<file path="config.mk">
export PLATFORM = sky130hd
export DESIGN_NAME = raw_data_out_arbiter
export DESIGN_NICKNAME = d
export VERILOG_FILES = /design/src/rtl/raw_data_arb_pkg.sv /design/src/rtl/raw_data_out_arbiter_rr_pick.sv /design/src/rtl/raw_data_out_arbiter.sv
export SDC_FILE = /design/constraint.sdc
export NUM_CORES = 1
export LEC_CHECK = 0
export BUFFER_PORTS_ARGS = -buffer_cell sky130_fd_sc_hd__buf_2
export CORE_ASPECT_RATIO = 1.5
export CORE_MARGIN = 5
export CORE_UTILIZATION = 41
export DETAILED_ROUTE_END_ITERATION = 6
export HOLD_SLACK_MARGIN = 0.1
export MAX_ROUTING_LAYER = met4
export PLACE_DENSITY = 0.9
export SKIP_LAST_GASP = 1
export SYNTH_ARGS = -nofsm -noshare
export SYNTH_HDL_FRONTEND = slang
export SYNTH_HIERARCHICAL = 1
export SYNTH_SLANG_ARGS = --single-unit
</file>
<file path="constraint.sdc">
create_clock -name clk -period 5.81 [get_ports clk]
set_input_delay 1.162 -clock clk [delete_from_list [all_inputs] [get_ports clk]]
set_output_delay 1.162 -clock clk [all_outputs]
set_load 0.01 [all_outputs]
</file>
<file path="src/rtl/raw_data_arb_pkg.sv">
// Shared types and defaults for the raw-data output arbiter.
// Four encode lanes compete for one shared output FIFO.
package raw_data_arb_pkg;

    localparam int NUM_LANES       = 4;
    localparam int LANE_W          = $clog2(NUM_LANES);
    localparam int DEF_DATA_W      = 32;
    localparam int DEF_MAX_BURST   = 4;
    localparam int DEF_STALL_LIMIT = 16;

    typedef enum logic [1:0] {
        INIT = 2'd0,
        IDLE = 2'd1,
        XFER = 2'd2,
        FULL = 2'd3
    } arb_state_t;

endpackage

</file>
<file path="src/rtl/raw_data_out_arbiter_rr_pick.sv">
// Round-robin picker: first requesting lane at or above rr_ptr, wrapping modulo the lane count.
module rr_pick
    import raw_data_arb_pkg::*;
(
    input  logic [NUM_LANES-1:0] req,
    input  logic [LANE_W-1:0]    rr_ptr,
    output logic                 valid,
    output logic [LANE_W-1:0]    index
);

    always_comb begin
        valid = 1'b0;
        index = '0;
        for (int k = 0; k < NUM_LANES; k++) begin
            if (!valid && req[LANE_W'(rr_ptr + LANE_W'(k))]) begin
                valid = 1'b1;
                index = LANE_W'(rr_ptr + LANE_W'(k));
            end
        end
    end

endmodule

</file>
<file path="src/rtl/raw_data_out_arbiter.sv">
// Grants the shared output FIFO to one encode lane at a time, in bursts of up to MAX_BURST words,
// with round-robin fairness and a forced release when the owning lane goes quiet for too long.
module raw_data_out_arbiter
    import raw_data_arb_pkg::*;
#(
    parameter int DATA_W      = DEF_DATA_W,
    parameter int MAX_BURST   = DEF_MAX_BURST,
    parameter int STALL_LIMIT = DEF_STALL_LIMIT
) (
    input  logic                          clk,
    input  logic                          reset,
    input  logic [NUM_LANES-1:0]          req,
    input  logic [NUM_LANES-1:0]          req_last,
    input  logic [NUM_LANES*DATA_W-1:0]   req_data,
    output logic [NUM_LANES-1:0]          grant,
    input  logic                          out_fifo_full,
    output logic                          out_fifo_push,
    output logic [DATA_W-1:0]             out_fifo_data,
    output logic                          out_fifo_clr,
    output logic [LANE_W-1:0]             owner,
    output logic                          stall_err
);

    localparam int BEAT_W  = $clog2(MAX_BURST + 1);
    localparam int STALL_W = $clog2(STALL_LIMIT + 1);
    localparam logic [BEAT_W-1:0]  BEAT_LAST  = BEAT_W'(MAX_BURST - 1);
    localparam logic [STALL_W-1:0] STALL_LAST = STALL_W'(STALL_LIMIT - 1);

    arb_state_t           state, state_nxt;
    logic [LANE_W-1:0]    owner_q, owner_nxt;
    logic [LANE_W-1:0]    rr_ptr, rr_nxt;
    logic [BEAT_W-1:0]    beat_cnt, beat_nxt;
    logic [STALL_W-1:0]   stall_cnt, stall_nxt;
    logic                 pick_valid;
    logic [LANE_W-1:0]    pick_idx;
    logic [DATA_W-1:0]    owner_word;
    logic [LANE_W-1:0]    owner_plus1;

    rr_pick u_rr_pick (
        .req    (req),
        .rr_ptr (rr_ptr),
        .valid  (pick_valid),
        .index  (pick_idx)
    );

    assign owner_word  = req_data[owner_q*DATA_W +: DATA_W];
    assign owner_plus1 = owner_q + LANE_W'(1);

    always_ff @(posedge clk) begin
        if (reset) begin
            state     <= INIT;
            owner_q   <= '0;
            rr_ptr    <= '0;
            beat_cnt  <= '0;
            stall_cnt <= '0;
        end else begin
            state     <= state_nxt;
            owner_q   <= owner_nxt;
            rr_ptr    <= rr_nxt;
            beat_cnt  <= beat_nxt;
            stall_cnt <= stall_nxt;
        end
    end

    always_comb begin
        state_nxt     = state;
        owner_nxt     = owner_q;
        rr_nxt        = rr_ptr;
        beat_nxt      = beat_cnt;
        stall_nxt     = stall_cnt;
        grant         = '0;
        out_fifo_push = 1'b0;
        out_fifo_data = '0;
        out_fifo_clr  = 1'b0;
        owner         = '0;
        stall_err     = 1'b0;

        case (state)
            INIT: begin
                out_fifo_clr = 1'b1;
                owner_nxt    = '0;
                rr_nxt       = '0;
                beat_nxt     = '0;
                stall_nxt    = '0;
                state_nxt    = IDLE;
            end
            IDLE: begin
                if (pick_valid) begin
                    owner_nxt = pick_idx;
                    beat_nxt  = '0;
                    stall_nxt = '0;
                    state_nxt = XFER;
                end
            end
            XFER: begin
                owner = owner_q;
                if (out_fifo_full) begin
                    state_nxt = FULL;
                end else if (req[owner_q]) begin
                    out_fifo_push  = 1'b1;
                    grant[owner_q] = 1'b1;
                    out_fifo_data  = owner_word;
                    stall_nxt      = '0;
                    if (req_last[owner_q] || beat_cnt == BEAT_LAST) begin
                        rr_nxt    = owner_plus1;
                        beat_nxt  = '0;
                        state_nxt = IDLE;
                    end else begin
                        beat_nxt = beat_cnt + BEAT_W'(1);
                    end
                end else if (stall_cnt == STALL_LAST) begin
                    // Owner went quiet: give the FIFO back so other lanes are not starved.
                    stall_err = 1'b1;
                    rr_nxt    = owner_plus1;
                    beat_nxt  = '0;
                    stall_nxt = '0;
                    state_nxt = IDLE;
                end else begin
                    stall_nxt = stall_cnt + STALL_W'(1);
                end
            end
            FULL: begin
                owner = owner_q;
                if (!out_fifo_full) begin
                    state_nxt = XFER;
                end
            end
            default: begin
                state_nxt = INIT;
            end
        endcase

        // Reset takes effect on the outputs immediately, so an interrupted burst never pushes again.
        if (reset) begin
            grant         = '0;
            out_fifo_push = 1'b0;
            out_fifo_data = '0;
            out_fifo_clr  = 1'b1;
            owner         = '0;
            stall_err     = 1'b0;
        end
    end

endmodule

</file>
==> summary by stage <==
Setup path
In this design, the stage delay of the slowest critical-path cell is about 0.76 ns. For this design, the slowest cell found on the critical path is sky130_fd_sc_hd__mux4_2. The timing startpoint of the critical path is req[3]. STA puts the critical path data required time at 4.65 ns. The data arrival at the endpoint of the critical path is between 2 and 2.5 ns.

Of all nets on the critical path, the largest fanout is 40. STA classifies the critical path startpoint as an input port. Traced cell by cell, the critical path runs through buf_2 -> mux4_2 -> and3_1 -> buf_2.

Counting stages on the worst path, the most repeated cell is sky130_fd_sc_hd__buf_2. The type of the worst setup path is in2out. STA classifies the critical path endpoint as a primary output. In this run the critical register-to-register path is launched from owner_q[0].

Global route
The initial antenna violation count came to 1. Across every metal layer, demand over resource in global routing totals 0.255. The via count of the first global-routing pass was ~2300. The first global-routing pass estimated about 12000 um of wire.

Entering global routing, the biggest net connects between 40 and 50 pins. The total overflow reported by the global router is 0.

Pwr
The post-route total power is roughly 0.44 mW. The ratio of total power to cell area is 147 nW/um^2. In this run the static leakage power is between 1.5 and 2 nW. The worst IR drop on VDD is roughly 0.14 mV.

STA
The worst path needs 3.63 ns of the cycle, external delays included. On the final layout, the worst hold slack is around 0.49 ns. The part of the cycle the worst path needs is 0.625. Setup repair after global routing left no endpoint under its margin. The final setup violation count is 0. The total negative slack for setup checks is 0 ns.

The number of hold violations in the final report is 0. In this run the tightest slew margin relative to its limit is 0.629. For the pin with the worst max-slew slack, the measured transition is about 0.56 ns. The maximum clock skew at final layout is 0.000699 ns.

The post-route worst setup slack is roughly 2.2 ns. The total count of max-transition violations in the final report was 0. Based on the critical path, the design can be clocked at up to roughly 0.28 GHz.

Logic synthesis
The number of nets handed over by synthesis was 348. In the synthesized netlist the async set-or-reset flop fraction comes to 0. Yosys mapped a number of flops with a built-in enable equal to 0.

The most used flip-flop cell after synthesis is sky130_fd_sc_hd__dfxtp_1. Synthesis instantiated between 40 and 50 different standard cells from the library. The number of storage elements in the synthesis netlist is 14. The cell area after synthesis is ~2000 sq um. The gate count after technology mapping is 202. The share of synthesized area occupied by flip-flops and latches is 0.141.

During synthesis, Yosys emitted a total of 6 warnings. The mean area per synthesized cell is roughly 10 sq um.

Die
The number of placement rows is 31. The core region area is approximately 4800 sq um. The width of the die is ~67 um. The floorplan step defined a die boundary enclosing about 6400 sq um.

The number of top-level pins is 180. The chip height is 95.3 um. The initial core utilization is 0.417.

Placed design
The placer congestion estimate is around 0.94. Summed over all nets, the half-perimeter wirelength after detailed placement is a little under 7000 um. Port buffering added approximately 180 buffers.

Before CTS, the worst setup slack after placement is roughly 2.2 ns. In this run the cell area measured after placement is a little under 3000 sq um. The number of placed instances, taps included, is 430.

Clock tree
The clock network latency to the later pin of the worst-skew pair is approximately 0.25 ns. For this design, the CTS-stage hold fixing added 0 buffers. Clock tree synthesis inserted a total of 3 buffers. The tree built by TritonCTS fans out to 14 sinks. CTS placed an instance of sky130_fd_sc_hd__clkbuf_8 at the clock tree root. In this run the post-CTS setup repair buffer count came out at 0. The CTS clock-pin slew for the worst setup and hold paths is approximately 0.060 ns. In this run the deepest clock path goes through 2 buffers. The number of gates resized after cts is 0. The TritonCTS clock tree is yes. CTS built an H-tree with a depth of 1.

Route
The average routed wire per standard cell is around 18 um. The DRC marker count from the first detailed-route iteration is about 140. After detailed routing, the total wire length is around 8100 um. Using the TritonRoute via totals, the vias-per-cell ratio works out to approximately 5.6. For this run, the detailed router's first-pass iteration total came to 4. Summing over every cut layer, the via total after detailed routing is 2446. For this run, design rule violations remaining after detail routing come to 0.

The final antenna-violating net count is 0.

Layout
The finished layout holds roughly 440 standard cells, fillers aside. After routing the design area is 2980 sq um. The utilization of the core after routing is 0.624.

From synthesis to final layout, the design area changed by 49.6%. The net count of the finished layout is slightly above 500. The fill cell total of the finished layout is about 430. The share of post-route cells with drive strength above 1 is 0.625.

Run status
The flow ran to the end, and the final reports show no timing, DRC or antenna violations.

Worst hold path
The class of the worst hold path is reg2reg. The critical hold path startpoint is stall_cnt[4].

Run
The tool flagged a number of max-cap violations equal to 0.
-- layout by cell type, fill, tap and decap left out, drive strengths merged, types with 2 or more instances in the layout --
cell,instances
o21ai,3
buf,182
mux2,3
nor2,13
or3,2
nand3,3
clkbuf,4
o22ai,2
inv,13
a21oi,11
nand2b,6
nor3,3
and3,36
nand2,7
or4b,2
dfxtp,14
diode,2
ha,7
mux4,34
mux2i,2
a22oi,3
nor3b,3
-- cell families (layout without fill, tap and decap cells) --
| family | count (synthesis) | count (layout) | synth area share |
|---|---|---|---|
| other | 0 | 2 | 0 |
| DFF | 14 | 14 | 0.141 |
| and+or+nand+nor | 79 | 79 | 0.230 |
| AOI/OAI and AO/OA | 28 | 28 | 0.0981 |
| xor gates and xnor gates | 2 | 2 | 0.00880 |
| muxes | 39 | 39 | 0.414 |
| buffers and inverters | 33 | 199 | 0.0647 |
| adders and majority gates | 7 | 7 | 0.0440 |
-- power by group --
| part | switching (mW) | internal [mW] |
|---|---|---|
| logic | 0.0957 | 0.118 |
| registers | 0.0213 | 0.105 |
| clock network | 0.0375 | 0.0602 |
| total | 0.154 | 0.283 |
-- registers in the layout (all words and copies together), names as in the netlist --
register / flops
stall_cnt: 5
beat_cnt: 3
rr_ptr: 2
state: 2
owner_q: 2
-- routing by layer --
metal,share of wire,track usage,vias to the layer above
met3,0.12,0.0767,27
met4,0.036,0.102,0
li1,-,-,1121
met5,0,-,-
met1,0.34,0.279,1158
met2,0.50,0.429,140
-- layout make-up --
| type | count | area, sq um | area share |
|---|---|---|---|
| well taps | 66 | 82.6 | 0.0277 |
| diodes | 2 | 5.00 | 0.00168 |
| repair buffers | 182 | 918 | 0.308 |
| clock buffers | 4 | 55.1 | 0.0185 |
| multi-input cells | 155 | 1590 | 0.533 |
| inverters | 13 | 48.8 | 0.0164 |
| flip-flops and latches | 14 | 282 | 0.0945 |
-- synth_stat cells, drive strengths merged, types with 2 or more instances --
master / n / area (sq um)
o22ai: 2 / 12.5
nand2b: 6 / 37.5
ha: 7 / 87.6
a22oi: 3 / 22.5
and3: 36 / 225
or3: 2 / 12.5
mux2: 3 / 37.5
buf: 4 / 20.0
inv: 13 / 48.8
clkbuf: 16 / 60.1
mux4: 34 / 766
o21ai: 3 / 15.0
dfxtp: 14 / 280
nand3: 3 / 15.0
nor3b: 3 / 22.5
a21oi: 11 / 58.8
mux2i: 2 / 20.0
or4b: 2 / 23.8
nor3: 3 / 15.0
nor2: 13 / 48.8
nand2: 7 / 26.3
-- path summary, 6_finish.rpt --
| check | slack (ns) | depth (start not counted) | end |
|---|---|---|---|
| min reg2reg | 0.49 | 2 | stall_cnt[4] |
| max reg2reg | 3.14 | 5 | state[0] |
| max | 2.18 | 4 | grant[1] |
| min | 0.49 | 2 | stall_cnt[4] |
-- worst max-delay path, delay by kind of cell --
kind | cells | cell delay [ns]
buf+inv | 2 | 0.26
simple gates | 1 | 0.28
mux | 1 | 0.76
No activity file was read; power rests on OpenSTA's default activity.
